**src/rtl/fetch_queue.sv**
```systemverilog
// fetch_queue: in-order instruction prefetcher feeding IF/ID through a DEPTH-entry FIFO.
// Ports: clk/rst (async, active-low); redirect/redirect_pc flush and retarget fetch;
// stall holds the head; imem_req/imem_addr/imem_gnt issue word fetches;
// imem_rvalid/imem_rdata return words in issue order; if_valid/if_pc/if_inst present the head.
// Optional FETCH_QUEUE_BYPASS_EN forwards a response straight to if_* when the queue is empty.
module fetch_queue #(
  parameter int          DEPTH    = 4,
  parameter logic [31:0] RESET_PC = 32'h0,
  parameter logic [31:0] NOP_INST = 32'h13
) (
  input  logic        clk,
  input  logic        rst,
  input  logic        redirect,
  input  logic [31:0] redirect_pc,
  input  logic        stall,
  output logic        imem_req,
  output logic [31:0] imem_addr,
  input  logic        imem_gnt,
  input  logic        imem_rvalid,
  input  logic [31:0] imem_rdata,
  output logic        if_valid,
  output logic [31:0] if_pc,
  output logic [31:0] if_inst
);
  localparam int CW = $clog2(DEPTH + 1);
  localparam int AW = $clog2(DEPTH);
  logic [CW-1:0] count, inflight, discard;
  logic [AW-1:0] wptr, rptr;
  logic [31:0]   fetch_pc, resp_pc;
  logic [31:0]   pc_mem [DEPTH];
  logic [31:0]   inst_mem [DEPTH];
  logic [CW:0]   credit;
  logic          issue, take, push, pop;
  // Requests are only issued while every outstanding response has a guaranteed slot.
  assign credit    = {1'b0, count} + {1'b0, inflight};
  assign imem_req  = rst && !redirect && credit < (CW+1)'(DEPTH);
  assign imem_addr = fetch_pc;
  assign issue     = imem_req && imem_gnt;
  assign take      = imem_rvalid && !redirect && discard == '0;
  assign pop       = count != '0 && !stall && !redirect;
`ifdef FETCH_QUEUE_BYPASS_EN
  logic byp;
  assign byp      = take && count == '0;
  // A bypassed word consumed this cycle never enters the FIFO.
  assign push     = take && !(byp && !stall);
  assign if_valid = count != '0 || byp;
  assign if_pc    = count != '0 ? pc_mem[rptr] : byp ? resp_pc : '0;
  assign if_inst  = count != '0 ? inst_mem[rptr] : byp ? imem_rdata : NOP_INST;
`else
  assign push     = take;
  assign if_valid = count != '0;
  assign if_pc    = if_valid ? pc_mem[rptr] : '0;
  assign if_inst  = if_valid ? inst_mem[rptr] : NOP_INST;
`endif
  always_ff @(posedge clk or negedge rst)
    if (!rst) begin
      fetch_pc <= RESET_PC;
      resp_pc  <= RESET_PC;
      count    <= '0;
      inflight <= '0;
      discard  <= '0;
      wptr     <= '0;
      rptr     <= '0;
    end else begin
      inflight <= inflight + CW'(issue) - CW'(imem_rvalid);
      if (redirect) begin
        // Everything still pending after this cycle belongs to the old path.
        count    <= '0;
        wptr     <= '0;
        rptr     <= '0;
        fetch_pc <= redirect_pc & 32'hFFFF_FFFC;
        resp_pc  <= redirect_pc & 32'hFFFF_FFFC;
        discard  <= inflight - CW'(imem_rvalid);
      end else begin
        if (issue) fetch_pc <= fetch_pc + 32'd4;
        if (imem_rvalid && discard != '0) discard <= discard - 1'b1;
        if (take) resp_pc <= resp_pc + 32'd4;
        if (push) wptr <= wptr + 1'b1;
        if (pop) rptr <= rptr + 1'b1;
        count <= count + CW'(push) - CW'(pop);
      end
    end
  always_ff @(posedge clk)
    if (push) begin
      pc_mem[wptr]   <= resp_pc;
      inst_mem[wptr] <= imem_rdata;
    end
endmodule
```
**config.mk**
```make
export PLATFORM = sky130hd
export DESIGN_NAME = fetch_queue
export DESIGN_NICKNAME = d
export VERILOG_FILES = /design/src/rtl/fetch_queue.sv
export SDC_FILE = /design/constraint.sdc
export NUM_CORES = 1
export LEC_CHECK = 0
export ABC_AREA = 0
export ABC_CLOCK_PERIOD_IN_PS = 3300
export CAP_MARGIN = 20
export CORE_MARGIN = 8
export CORE_UTILIZATION = 40
export CTS_CLUSTER_SIZE = 14
export DETAILED_ROUTE_END_ITERATION = 10
export PLACE_DENSITY = 0.71
export SLEW_MARGIN = 20
export SYNTH_ARGS = -nofsm -noshare
export SYNTH_HDL_FRONTEND = slang
export SYNTH_SLANG_ARGS = --single-unit
```
**constraint.sdc**
```tcl
create_clock -name clk -period 3.3 [get_ports clk]
set_input_delay 0.33 -clock clk [delete_from_list [all_inputs] [get_ports clk]]
set_output_delay 0.33 -clock clk [all_outputs]
set_load 0.05 [all_outputs]
```
; Word level (Yosys, flattened, before mapping)
; Memory sizes are Yosys's and may differ from the RTL's.
; Index checks and enable logic that the tools add are counted.
[op_classes]
n_addsub = 11
multipliers = 0
div_mod_pow = 0
n_lt_le_gt_ge = 1
eq_ne = 0
shift = 0
muxes = 15
n_bitwise = 0
n_reduce_logical = 17
[ops]
columns = op, count
row1 = 32-bit 2-to-1 mux, 6
row2 = "32-bit by 3-bit adder with 32-bit output, second input constant", 2
row3 = 3-bit 2-to-1 mux, 3
row4 = 3-bit by 1-bit subtractor with 3-bit output, 3
row5 = 1-bit logical AND, 8
row6 = 2-bit 2-to-1 mux, 4
row7 = 2-bit nonzero test, 4
row8 = 3-bit by 1-bit adder with 3-bit output, 2
row9 = 3-bit nonzero test, 2
row10 = "2-bit by 1-bit adder with 2-bit output, second input constant", 2
row11 = 3-bit by 3-bit adder with 4-bit output, 1
row12 = "4-bit by 3-bit less-than comparator with 1-bit output, second input constant", 1
row13 = 3-bit zero test, 1
row14 = "3-bit by 1-bit subtractor with 3-bit output, second input constant", 1
row15 = 1-bit zero test, 2
row16 = 1-bit 2-to-1 mux, 2
[totals]
register_bits = 77
latch_bits = 0
mem_bits_rw = 256
mem_bits_ro = 0
inputBits = 70
out_inout_bits = 98
n_memories = 2
[memory_table]
columns = name, depth, width, rd, rd_ports_with_merged_regs, write_ports, line_no
row1 = inst_mem, 4, 32, 1, 0, 1, 31  ; logic [31:0] inst_mem [DEPTH];
row2 = pc_mem, 4, 32, 1, 0, 1, 30  ; logic [31:0] pc_mem [DEPTH];

; Logic depth before layout (Yosys ltp)
[logic_depth]
ltp_word = 6
mapped_depth = 12
ltp_nobuf = 12

; Worst setup path after synthesis
; No wires, ideal clock.
[synth_path]
kind = flip-flop to flip-flop
start = register discard[0]
end = memory inst_mem[1][0], enable pin
arrival_ns = 2.473
required_time_ns = 2.873
slack_ns = 0.400
path_stages_with_launch = 6
path_buffers = 1
synth_period_minus_slack_ns = 2.900
path_cell_list = dfrtp_1 -> inv_1 -> ha_1 -> and3b_1 -> buf_2 -> and3_1
[synth_via]
elab_chain_cells = 4
[synth_lines]
columns = item, line_no
row1 = "start, declared", 27  ; logic [CW-1:0] count, inflight, discard;
row2 = "start signal, assigned", 73  ; discard <= inflight - CW'(imem_rvalid);
row3 = "start signal, assigned", 76  ; if (imem_rvalid && discard != '0) discard <= discard - 1'b1;
row4 = 3-bit zero test, 39  ; assign take = imem_rvalid && !redirect && discard == '0;
row5 = 1-bit logical AND, 39
row6 = 1-bit 2-to-1 mux, 84  ; if (push) begin
row7 = 1-bit 2-to-1 mux (implied by the code), 86  ; inst_mem[wptr] <= imem_rdata;
row8 = "end, declared", 31
; Every way passes these cells.

; Worst setup path after layout
[layout_path]
start = register rptr[0]
end = output port if_inst[0]
[layout_via]
elab_chain_cells = 2
[layout_lines]
columns = item, line_no
row1 = "start, declared", 28  ; logic [AW-1:0] wptr, rptr;
row2 = "start signal, assigned", 79  ; if (pop) rptr <= rptr + 1'b1;
row3 = memory 4 x 32 bit, --
row4 = 32-bit 2-to-1 mux, 53  ; assign if_inst = if_valid ? inst_mem[rptr] : NOP_INST;
row5 = "end, declared", 23  ; output logic [31:0] if_inst
; Every way passes these cells.

==> impl_metrics.py <==
metrics = {
    "placed_design": {
        "detailedPlacementHpwl_um": 20300,
        "placed_cells": 1442,
        "place_ws_ps": 626,
        "port-buffer-count": 161,
        "routabilityCongestion": 0.867,
    },
    "timing": {
        "worst_slew_pin_slew_ps": 871,
        "skew_ps": 19.8,
        "grt_setup_unrepaired": "no",
        "drv_slew": 0,
        "setup_viol_count_final": 0,
        "hold_viol_final": 0,
        "slew_headroom": 0.415,
        "tns_ps": 0,
        "fin_crit_ps": 3110,
        "period_share": 0.944,
        "max_freq_ghz": 0.321,
        "fin_ws_ps": 186,
    },
    "finish": {
        "antennaDiodeCount": 0,
        "fillers": 2795,
        "final_util": 0.506,
        "instances_no_fill": 1503,
        "final_common_cell": "edfxtp_1",
        "syn_to_final_growth_pct": 24.6,
        "drive_gt1_frac": 0.160,
        "nNetsFinal": 1120,
        "final_cell_mix": "edfxtp_1 (248), clkdlybuf4s50_1 (159), dfrtp_1 (71), mux4_2 (62), nor2b_1 (61)",
    },
    "outcome": {
        "outcome": "finished clean",
    },
    "global_route": {
        "grt_overflow": 0,
        "first_global_vias": 8469,
        "grt_pass1_wl_um": 48900,
        "grt_start_max_net_pins": 66,
        "grt_usage": 0.151,
        "antenna_found_initial": 0,
    },
    "routing": {
        "dr_total_vias": 7945,
        "drt_iter0_markers": 390,
        "postRouteAntennaNets": 0,
        "post_drt_wl_per_cell_um": 20.4,
        "drcViolationCount": 0,
        "routed_wl_um": 30600,
        "firstDrtPassIters": 5,
        "avgViaCountPerCell": 5.29,
    },
    "synth": {
        "netlist_instances": 854,
        "syn_avg_cell_area_um2": 16.0,
        "synth.distinct_cells": 53,
        "ys_seq_area_frac": 0.681,
        "ys.flop_type": "edfxtp_1",
        "synth_seq_cells": 321,
        "yosys_warnings": 0,
        "synth_edf_count": 248,
        "synthArstFlopShare": 0.227,
        "syn_area_um2": 13600,
    },
    "critical_path": {
        "endpoint_kind": "output pin",
        "start_kind": "register",
        "regToRegStartpoint": "count[1]",
        "worstPathArrival_ps": 2780,
        "required_ps": 2970,
        "crit_type": "register to output pin",
        "path_max_fanout": 22,
        "crit_path_start": "rptr[0]",
    },
    "job": {
        "max-cap-violations": 0,
    },
    "cts": {
        "cts.htree.levels": 2,
        "cts_buffer_depth": 3,
        "cts_tree": "done",
        "cts_buffers": 35,
        "clock_latency_ps": 510,
        "cts_hold_buf": 1,
        "cts_resized": 0,
        "post_cts_buffers": 0,
        "root_buffer": "clkbuf_16",
        "cts_num_sinks": 321,
        "path_clk_slew_ps": 50,
    },
    "floorplanning": {
        "die_area_um2": 40200,
        "core_um2": 33500,
        "rows": 67,
        "dieWidth_um": 201,
        "die_y_um": 201,
        "ios": 168,
        "initial_utilization": 0.406,
    },
    "worst_hold_path": {
        "hold_class": "input port to register",
        "min_from": "redirect",
    },
    "power_and_ir_drop": {
        "total_power_mw": 13.0,
        "irDropWorstVdd_mv": 0.543,
        "powerDensity_nw_per_um2": 764,
        "p_leak_nw": 5.76,
    },
}
## layout make-up
| class | instances | area, µm² | area share |
|---|---|---|---|
| clock buffers | 45 | 966 | 0.0569 |
| inverters | 17 | 63.8 | 0.00376 |
| multi-input cells | 474 | 4110 | 0.242 |
| well taps | 448 | 561 | 0.0330 |
| clock inverters | 15 | 123 | 0.00722 |
| flip-flops and latches | 321 | 9280 | 0.546 |
| repair buffers | 183 | 1880 | 0.111 |
## power by group
| part | switching, mW | internal, mW | leakage (nW) |
|---|---|---|---|
| Sequential | 0.265 | 4.63 | 3.12 |
| Combinational | 2.70 | 1.70 | 2.11 |
| Clock | 1.52 | 2.16 | 0.532 |
## path summary, 6_finish.rpt
path / slack (ps) / depth (start not counted) / endpoint
worst max-delay path: 190 / 4 / if_inst[0]
worst min-delay path: 260 / 2 / rptr[1]
worst max register to register: 910 / 8 / imem_addr[28]
worst min register to register: 530 / 1 / imem_addr[31]
max in group asynchronous: 1830 / 4 / rptr[0]
min in group asynchronous: 490 / 3 / imem_addr[23]
## metal layers
| layer | wire [µm] | vias up | GRT usage | part of all wire |
|---|---|---|---|---|
| li1 | - | 3632 | - | - |
| met1 | 14100 | 3999 | 0.214 | 0.46 |
| met2 | 14100 | 273 | 0.236 | 0.46 |
| met3 | 1930 | 41 | 0.0336 | 0.063 |
| met4 | 463 | 0 | 0.0336 | 0.015 |
| met5 | 0 | - | 0 | 0 |
## state kept, by name, indices dropped and copies added (netlist names)
| register | cells |
|---|---|
| inst_mem | 128 |
| rptr | 2 |
| wptr | 2 |
| count | 3 |
| inflight | 3 |
| resp_pc | 30 |
| imem_addr | 30 |
| discard | 3 |
| pc_mem | 120 |
## synth_stat cells, types with 3 or more instances
cell      instances  share of area
clkbuf_1         28         0.0077
xnor2_1          18          0.012
edfxtp_1        248           0.55
or3_1             3         0.0014
or2_2             4         0.0018
and4_1            5         0.0032
a21boi_0          3         0.0017
mux2_2           10         0.0083
and2_1            9         0.0041
xor2_1           24          0.015
nand4_1          20         0.0092
dfrtp_1          73           0.13
buf_4             4         0.0022
o211ai_1          7         0.0039
nor2b_1          61          0.028
nor2_1           20         0.0055
inv_1            15         0.0041
o311ai_0          7         0.0045
nor4_4            3         0.0047
ha_1             16          0.015
nor4_1            6         0.0028
mux4_2           62           0.10
nand2_1          55          0.015
and3_1           19         0.0087
nor3_1            8         0.0029
a21oi_1           7         0.0026
buf_2            11         0.0040
a31oi_1           5         0.0023
nand3_1          34          0.012
o21ai_0          39          0.014
## per-stage QoR
stage,hold WS [ps],instance area (µm²)
after floorplan,34.4,13600
after global placement,509,15900
after detailed placement,505,15900
after CTS,249,17000
after global routing,272,17000
final,261,17000
## worst max-delay path, stage by stage (launching register included)
cell and delay [ps]:
dfrtp_4 520, buf_12 250, mux4_2 510, or2_2 290, clkdlybuf4s50_1 710
## cell families after synthesis
family | synth area share
buffers and inverters | 0.0197
and+or+nand+nor | 0.106
other | 0.000275
xor gates and xnor gates | 0.0270
muxes | 0.112
AOI/OAI and AO/OA | 0.0364
adders and majority gates | 0.0176
DFF | 0.681
Note: power is estimated with default switching activity, not from simulation.
